==> config.mk <==
export PLATFORM = sky130hd
export DESIGN_NAME = delayed_rise
export DESIGN_NICKNAME = d
export VERILOG_FILES = /design/src/rtl/delayed_rise.sv
export SDC_FILE = /design/constraint.sdc
export NUM_CORES = 1
export LEC_CHECK = 0
export CELL_PAD_IN_SITES_DETAIL_PLACEMENT = 0
export CELL_PAD_IN_SITES_GLOBAL_PLACEMENT = 1
export CORE_MARGIN = 2
export CORE_UTILIZATION = 44
export CTS_CLUSTER_DIAMETER = 50
export CTS_CLUSTER_SIZE = 24
export DETAILED_ROUTE_END_ITERATION = 10
export PLACE_DENSITY = 0.84
export SLEW_MARGIN = 0
export SYNTH_ARGS = -nofsm -noshare
export SYNTH_HDL_FRONTEND = slang
export SYNTH_SLANG_ARGS = --single-unit
export TNS_END_PERCENT = 100
==> constraint.sdc <==
create_clock -name clk -period 3.3 [get_ports clk]
set_input_delay 0.66 -clock clk [delete_from_list [all_inputs] [get_ports clk]]
set_output_delay 0.66 -clock clk [all_outputs]
set_load 0.01 [all_outputs]
==> src/rtl/delayed_rise.sv <==
// -----------------------------------------------------------------------------
// delayed_rise
//
// Purpose
//   Rise-delay filter for a slow level trigger such as a test-pulse or enable
//   strobe. The output rises only after the trigger has been sampled high for
//   DELAY consecutive clocks. It falls one clock after the sampled trigger goes
//   low. Any trigger pulse shorter than DELAY clocks is rejected.
//
//   The block sits between an asynchronous control input and synchronous
//   downstream logic.
//
// Configuration macro
//   DELAYED_RISE_SYNC_EN
//     defined   : trigger passes through a SYNC_STAGES-deep flop synchronizer,
//                 and the last stage is the sampled trigger.
//     undefined : trigger is registered once, with no metastability protection.
//                 Use this for callers that already drive trigger synchronously.
//
// Parameters
//   DELAY        consecutive high samples needed before out rises (1..2^CNT_W-1)
//   CNT_W        width of the run-length counter
//   SYNC_STAGES  synchronizer depth, used only with the macro (>= 2)
//
// Ports
//   clk      in   1  system clock; all logic on the rising edge
//   rst      in   1  synchronous, active-high reset; highest priority
//   trigger  in   1  level trigger; may be asynchronous to clk
//   out      out  1  registered delayed-rise output, glitch-free
//
// Latency from the trigger pin
//   rise : SYNC_STAGES+DELAY edges with the macro, 1+DELAY edges without
//   fall : SYNC_STAGES+1 edges with the macro, 2 edges without
// -----------------------------------------------------------------------------
module delayed_rise #(
    parameter int DELAY       = 16,
    parameter int CNT_W       = 8,
    parameter int SYNC_STAGES = 2
) (
    input  logic clk,
    input  logic rst,
    input  logic trigger,
    output logic out
);

    typedef enum logic [1:0] {
        IDLE   = 2'd0,
        ARMING = 2'd1,
        HIGH   = 2'd2
    } state_t;

    localparam logic [CNT_W-1:0] DELAY_C = CNT_W'(DELAY);

    logic w_trig_s;

    // -------------------------------------------------------------------------
    // Input stage
    // -------------------------------------------------------------------------
`ifdef DELAYED_RISE_SYNC_EN
    logic [SYNC_STAGES-1:0] r_sync;

    // The synchronizer is cleared on reset. As a result, a trigger that is
    // held high through reset earns no credit until it has propagated through
    // the stages again.
    always_ff @(posedge clk) begin
        if (rst) begin
            r_sync <= '0;
        end else begin
            r_sync <= {r_sync[SYNC_STAGES-2:0], trigger};
        end
    end

    assign w_trig_s = r_sync[SYNC_STAGES-1];
`else
    logic r_trig;

    always_ff @(posedge clk) begin
        if (rst) begin
            r_trig <= 1'b0;
        end else begin
            r_trig <= trigger;
        end
    end

    assign w_trig_s = r_trig;
`endif

    // -------------------------------------------------------------------------
    // Run-length FSM
    // out is 1 after edge n exactly when w_trig_s was 1 on edges
    // n-DELAY+1..n, with no reset inside that window.
    // -------------------------------------------------------------------------
    state_t           r_state;
    logic [CNT_W-1:0] r_count;
    logic             r_out;

    // NOTE: state, counter and output are all updated with non-blocking
    // assignments in one clocked block. Every branch therefore reads the
    // values from before the edge, and out is driven straight from a flop.
    always_ff @(posedge clk) begin
        if (rst) begin
            r_state <= IDLE;
            r_count <= '0;
            r_out   <= 1'b0;
        end else begin
            unique case (r_state)
                IDLE: begin
                    if (w_trig_s) begin
                        r_count <= CNT_W'(1);
                        if (DELAY == 1) begin
                            r_state <= HIGH;
                            r_out   <= 1'b1;
                        end else begin
                            r_state <= ARMING;
                        end
                    end else begin
                        r_count <= '0;
                    end
                end

                ARMING: begin
                    if (w_trig_s) begin
                        r_count <= r_count + CNT_W'(1);
                        // The edge that completes the run also raises out.
                        if (r_count + CNT_W'(1) == DELAY_C) begin
                            r_state <= HIGH;
                            r_out   <= 1'b1;
                        end
                    end else begin
                        // A single low sample restarts the run.
                        r_state <= IDLE;
                        r_count <= '0;
                    end
                end

                HIGH: begin
                    // The counter holds at DELAY while high and never wraps.
                    if (!w_trig_s) begin
                        r_state <= IDLE;
                        r_count <= '0;
                        r_out   <= 1'b0;
                    end
                end

                default: begin
                    r_state <= IDLE;
                    r_count <= '0;
                    r_out   <= 1'b0;
                end
            endcase
        end
    end

    assign out = r_out;

endmodule

==> results of run 1 <==
-- layout by cell type, fill, tap and decap left out --
master	netlist	final
a21oi_1	1	1
a22oi_1	2	2
a31oi_1	4	4
and4b_1	1	1
clkbuf_4	0	3
clkdlybuf4s50_1	0	3
dfxtp_1	12	12
ha_1	1	1
inv_1	1	1
nand2_1	8	8
nand2b_1	2	2
nand3_1	7	7
nand3_2	1	1
nand4_1	1	1
nand4bb_1	1	1
nor2_1	2	2
nor2b_1	7	7
nor3_1	1	1
o2111ai_1	1	1
o211a_1	1	1
o211ai_1	2	2
o21ai_0	2	2
o311a_1	1	1
o31ai_1	2	2
or3_1	1	1
or3_2	1	1
or4_1	3	3
xor2_1	1	1
-- metal layers --
layer,routed length (um),up-vias
met5,0,-
met2,459,17
met3,81,4
li1,-,271
met4,24,0
met1,552,235
-- power by group --
group,internal [mW],leakage (nW),switching (mW)
sequential,0.146,0.0972,0.00212
combinational,0.00498,0.0966,0.00480
clock,0.0423,0.0138,0.0466
total,0.194,0.208,0.0535
-- flip-flops by register name (all words and copies together), names as in the netlist --
| register | count |
|---|---|
| r_count | 8 |
| r_state | 2 |
| out | 1 |
| r_trig | 1 |
-- worst max path at each step --
stage | to | slack, ps | cells after the start | start
3_5_place_dp | r_count[7] | 1350 | 4 | rst
2_1_floorplan | r_count[7] | 1910 | 3 | rst
4_1_cts | out | 1510 | 1 | out
5_1_grt | out | 1470 | 1 | out
3_3_place_gp | r_count[7] | 1380 | 4 | rst
6_report | out | 1510 | 1 | out
-- Yosys cell counts --
| cell | instances |
|---|---|
| nand3_2 | 1 |
| nand2_1 | 8 |
| and4b_1 | 1 |
| nand3_1 | 7 |
| nor2b_1 | 7 |
| nor3_1 | 1 |
| o311a_1 | 1 |
| buf_6 | 1 |
| o211ai_1 | 2 |
| o21ai_0 | 2 |
| nand4_1 | 1 |
| clkbuf_1 | 1 |
| ha_1 | 1 |
| a21oi_1 | 1 |
| a22oi_1 | 2 |
| or4_1 | 3 |
| or3_1 | 1 |
| nor2_1 | 2 |
| a31oi_1 | 4 |
| o211a_1 | 1 |
| nand2b_1 | 2 |
| inv_1 | 1 |
| or3_2 | 1 |
| o31ai_1 | 2 |
| dfxtp_1 | 12 |
| nand4bb_1 | 1 |
| xor2_1 | 1 |
| o2111ai_1 | 1 |
-- kinds of logic after synthesis --
kind of cell / after synthesis / synth area share (%)
AND/OR/NAND/NOR: 36 / 34.5
buffers and inverters: 3 / 3.12
adder cells (fa/ha/maj): 1 / 2.08
AO/OA/AOI/OAI: 16 / 18.9
flip-flops: 12 / 39.9
XOR/XNOR: 1 / 1.46
-- cell type report --
class	count	share of cell area (%)
tap	15	2.85
clock buffer	3	3.42
sequential	12	36.5
multi-input combinational	54	52.1
inverter	1	0.570
timing repair buffer	3	4.56
-- stage by stage --
| stage | hold WS (ps) | power [mW] |
|---|---|---|
| after floorplan | 483 | 0.157 |
| after global placement | 513 | 0.161 |
| after detailed placement | 514 | 0.161 |
| after CTS | 522 | 0.249 |
| after global routing | 568 | 0.258 |
| final | 521 | 0.247 |
==> run summary, run 1 <==
The horizontal die dimension is 41.0 um. With fillers left out, the area of the finished cells amounts to 658 um^2. The number of nets in the synthesized netlist is 73. The global routing met2 resource utilization is 22.7%. The buffer depth of the longest clock path is 2.

The first-pass detailed-route iteration total is 4. The detailed router placed 527 vias in this run. The depth of the worst register-to-register path came out at 4. After global routing the overflow that remains totals 0. The worst setup path is captured at a primary output. Summed over all nets, the half-perimeter wirelength after detailed placement is 788 um. The y dimension of the die came out at 41.0 um.

The instance area after placement came out at 636 um^2. Once the floorplan was initialized, standard cells occupied 46.8% of the core. The total power divided by cell area is 376 nW/um^2. The vias per cell came out at 5.99. The clock transition time at the flip-flop clock pins of the worst setup and hold paths came out at 70 ps. The post-route core utilization came out at 51.2%. The distinct cell type count of the synthesized netlist came out at 28. Across the VDD grid, the largest voltage drop is 0.230 mV.

After routing, the total negative slack on setup checks comes to 0 ps. In this run the critical register-to-register path is captured at r_count[6]. The average size of a mapped cell came out at 8.72 um^2. The post-route minimum period is 1790 ps.

The flip-flop and latch area is 240 um^2. The peak clock frequency supported by timing came out at 0.557 GHz. The number of warnings printed during yosys synthesis is 0. Setup violations remaining at the end of the flow were counted as 0. The post-CTS resize count is 0. The placer congestion estimate came out at 0.765. The gate count of the mapped netlist is 69. The number of antenna violations at the first check in global routing is 0. The maximum number of pins on one net before global-route repair is 9. The final count of hold timing violations came out at 0.

After the flow finishes, the layout carries non-filler instances totaling 88. The critical path data required time came out at 2640 ps. From synthesis to final layout, the design area changed by 9.36%. The share of the synthesized area in the top cell type came out at 39.9%. CTS built an H-tree with a depth of 1. The peak fanout along the critical path is 2. The number of rows created at floorplan came out at 13.

The setup slack of the worst register-to-register path came out at 1890 ps. STA classifies the critical path startpoint as a flop. After layout, the worst setup slack is 1510 ps. Global routing used 6.52% of the available met3 tracks. Global routing consumed, on the met1 layer, 25.0% of the routing resources. The number of placed instances, taps included, is 85.

After filler insertion, the fill cell instance count of the layout stands at 124. In this run the most critical hold path is launched from r_count[7]. The normalized max-slew margin came out at 63.6%. The via count of the first global-routing pass is 429. The clock network latency to the later pin of the worst-skew pair came out at 270 ps. The family with the most delay on the worst path is buffers and inverters. 4 I/O pins were placed. The area taken by multi-input logic gates is 343 um^2. The first global-routing pass estimated 1.86 mm of wire.

The cell at the slowest stage of the critical path is clkdlybuf4s50_1. The post-route netlist has 6.85% of its cells at a drive strength greater than 1. The DRC violation count after routing came out at 0. After the last flow step, the layout net total stands at 79. The worst register-to-register path begins at r_count[0]. The critical path arrival came out at 1130 ps. The number of buffers and inverters on the critical path is 1. Setup repair after global routing left no endpoint under its margin. The number of diodes added for antenna fixing came out at 0. The min-delay analysis places its worst path in the category flop to flop. The flow ran to the end, and the final reports show no timing, DRC or antenna violations. The number of pins with negative max-slew slack in the final report came out at 0. Buffers inserted to repair hold after CTS numbered 0. By area the synthesized netlist is led by dfxtp_1 (40%), nor2b_1 (7.3%), nand3_1 (5.8%), nand2_1 (5.0%), a31oi_1 (4.2%). Traced cell by cell, the critical path runs through clkdlybuf4s50_1.

The reported leakage power is 0.208 nW. The critical path is of the flop to primary output type. The total global routing track utilization came out at 17.8%.

Buffers inserted during clock tree synthesis total 3. The overall routed net length is 1.12 mm. The portion of the post-synthesis area used by sequential elements came out at 39.9%. Across the routed clock network, the largest skew measured is 1.98 ps.

The tree is rooted in a clkbuf_4. In this run the remaining antenna-violating nets after routing total 0. The global routing stage identified its most utilized layer as met1. The area of the core came out at 1280 um^2. The final critical-path share of the clock period is 54.4%. The final routed wire length divided by cell count is 12.7 um. In this run the tool buffered the top-level ports with 3 buffer cells. TritonCTS built the clock tree. The number of violations reported at the end of detailed-routing iteration 0 is 37. The worst hold path passes through 2 cells. The end of the worst hold path is r_count[7]. For the pin with the worst max-slew slack, the measured transition is 545 ps.

OpenSTA, run right after detailed placement, puts the worst setup slack at 1350 ps. The die covers 1680 um^2. The synthesis-stage register bit count is 12. The number of sinks handled by clock tree synthesis is 12. The synthesized netlist occupies a cell area of 602 um^2.

The count of buffers added by post-CTS timing repair for setup is 0. dfxtp_1 takes more of the synthesized area than any other cell. The stage delay of the slowest cell on the critical path came out at 540 ps. The reported max-cap violation count came out at 0.
No activity file was read; power rests on OpenSTA's default activity.
==> inputs of run 2 (changes only) <==
- CORE_UTILIZATION: 44 -> 37
- PLACE_DENSITY: 0.84 -> 0.76
- clock period: 3.3 -> 1.55 ns (I/O delays scaled with it)
==> run 2 against run 1 <==
  * Wire length rose by 18%
  * Design area rose by 10%
  * Via count grew 5.3%
  * Global-route usage is 0.38 points lower
  * Final cell count is 10% higher
  * Hold slack improved by 6.5 ps
  * Setup slack got worse by 1400 ps
  * Utilization fell by 3.6 points
  * Die area grew 17%
==> run summary, run 2 (synthesized netlist as in run 1, its figures left out) <==
The startpoint class of the critical path is a flop. The total number of vias is 555. The number of diodes added for antenna fixing came out at 0. r_count holds more flip-flops than any other register.

The die is 44.3 um tall. The relative area change from synthesis to final layout is 20.6%. The largest clock skew in the final design came out at 1.08 ps. For this run, global-route usage on met2 was measured as 24.7%. The die covers 1970 um^2. The buffer type at the clock tree root is clkbuf_4.

The clock share of power came out at 43.0%. The HPWL after detailed placement is 949 um. The buffer depth of the longest clock path came out at 2. The number of violations reported at the end of detailed-routing iteration 0 came out at 16. The total power divided by cell area came out at 834 nW/um^2. The net total in the final layout is 86. The setup slack of the worst register-to-register path came out at 130 ps. The count of endpoints failing setup in the final report came out at 0. The DRC violation count after routing is 0. The layer with the highest usage after global routing is met2. The stage delay of the slowest cell on the critical path is 530 ps. The hold buffer count at cts is 0. Setup repair after global routing left no endpoint under its margin.

The final critical-path share of the clock period came out at 94.6%. The total global routing track utilization came out at 17.4%. The analysis attributes to net switching a power of 0.133 mW. The clock network latency to the later pin of the worst-skew pair is 280 ps.

The final routed wire length divided by cell count is 13.6 um. The global-route track usage on met3 came out at 8.57%. The vias per cell came out at 5.72. The number of rows created at floorplan is 14. The clock transition time at the flip-flop clock pins of the worst setup and hold paths came out at 80 ps. The fraction of final layout cells with drive strength greater than 1 came out at 16.0%. The global-route congestion overflow total is 0. The peak clock frequency supported by timing came out at 0.682 GHz. The cell depth of the worst hold path came out at 2. The via count of the first global-routing pass came to 498. The part of the power in combinational logic is 4.9%. Entering global routing, the biggest net connects 9 pins. VDD sags by at most 0.472 mV.

The final count of hold timing violations came out at 0. The total CTS buffers is 3. The tightest hold margin is 528 ps. The signal on the critical path passes through clkdlybuf4s50_1. Net switching is 22.0% of the power. The post-route minimum period came out at 1470 ps.

The run finished with clean final reports. Headroom to the max-slew limit came out at 80.7%. The family with the most delay on the worst path is buffers and inverters. The largest registers in the layout are r_count x8, r_state x2.

Post-CTS repair changed the size of 0 cells. The path class of the tightest hold or removal check is flop to flop. The slowest stage of the critical path is the clkdlybuf4s50_1 cell. The reported max-cap violation count came out at 0. The placer congestion estimate is 0.761. The critical path data required time is 1240 ps. The initial utilization of the core area, before any placement, comes to 39.5%. TritonCTS built the clock tree.

Together, buffers and inverters on the worst path number 1. The count of buffers added by post-CTS timing repair for setup came out at 0. The proportion of power drawn by flip-flops and latches is 52.1%. The number of sinks handled by clock tree synthesis is 12. The final total negative setup slack is 0 ps. The cell-internal power is 0.472 mW.

The library cell used most frequently in the layout, excluding fill and tap cells, is dfxtp_1. The detail route stage leaves a number of antenna-violating nets equal to 0. The I/O pin count is 4.

The global-route track usage on met1 came out at 21.5%. The CTS H-tree depth came out at 1. Data arrives at the worst endpoint at 1160 ps. The worst-margin pin slew is 289 ps. The setup path with the least slack is of type flop to primary output. The first-pass detailed-route iteration total came out at 4. The depth of the worst register-to-register path is 4.

The horizontal die dimension came out at 44.3 um. The number of stages on the worst setup path is 1. The reported leakage power came out at 0.250 nW. The kind of end point of the critical path is a primary output. Leaving out fill and tap cells, the most frequent cells in the layout are dfxtp_1 (12), nand2_1 (8), nor2b_1 (7), nand3_1 (7), buf_4 (7). The first global-routing pass estimated 2.30 mm of wire. In this run the worst path has a maximum fanout of 2. The port buffer count is 3. The overall routed net length came out at 1.32 mm. The number of flip-flops under the largest register name is 8. The area of the core is 1520 um^2. The number of antenna violations at the first check in global routing is 0. The number of pins with negative max-slew slack in the final report was 0.
[run 2: cell count changes in the layout (fill, tap and decap cells not counted), sizes merged]
cell and delta:
buf +7, clkbuf +1
[run 2: power by group through the flow]
| stage | clock network [mW] | logic (mW) | registers [mW] |
|---|---|---|---|
| 2_1_floorplan | 0 | 0.0120 | 0.322 |
| 5_1_grt | 0.292 | 0.0323 | 0.316 |
| 6_report | 0.260 | 0.0297 | 0.315 |
| 4_1_cts | 0.274 | 0.0302 | 0.315 |
| 3_5_place_dp | 0 | 0.0299 | 0.323 |
| 3_3_place_gp | 0 | 0.0298 | 0.322 |
[run 2: layer usage]
layer  up-vias  routed length [um]
met5         -                   0
met4         0                  34
met3         5                  68
met2        12                 579
met1       254                 638
li1        284                   -
[run 2: path summary, 6_finish.rpt]
| path | from | endpoint |
|---|---|---|
| max | out | out |
| min reg2reg | r_count[7] | r_count[7] |
| min | r_count[7] | r_count[7] |
| max reg2reg | r_count[1] | r_count[6] |
[run 2: layout make-up]
class	count	area, um^2
repair buffers	10	82.6
fillers	170	798
flip-flops and latches	12	240
well taps	16	20.0
clock buffers	4	36.3
multi-input cells	54	343
inverters	1	3.75
[run 2: metrics by stage]
stage	cell area, um^2	worst slack (ps)	power [mW]	std cells	utilization [%]
2_1_floorplan	602	249	0.334	69	-
3_3_place_gp	689	83.2	0.352	93	45.2
3_5_place_dp	689	66.5	0.352	93	45.2
4_1_cts	726	66.8	0.619	97	47.6
5_1_grt	726	19.7	0.640	97	47.6
6_report	726	84.0	0.605	97	47.6
==> inputs of run 3 (changes only) <==
- SLEW_MARGIN: 0 -> 10
==> results of run 3 <==
Final layout, timing and power as in run 2 (identical DEF).
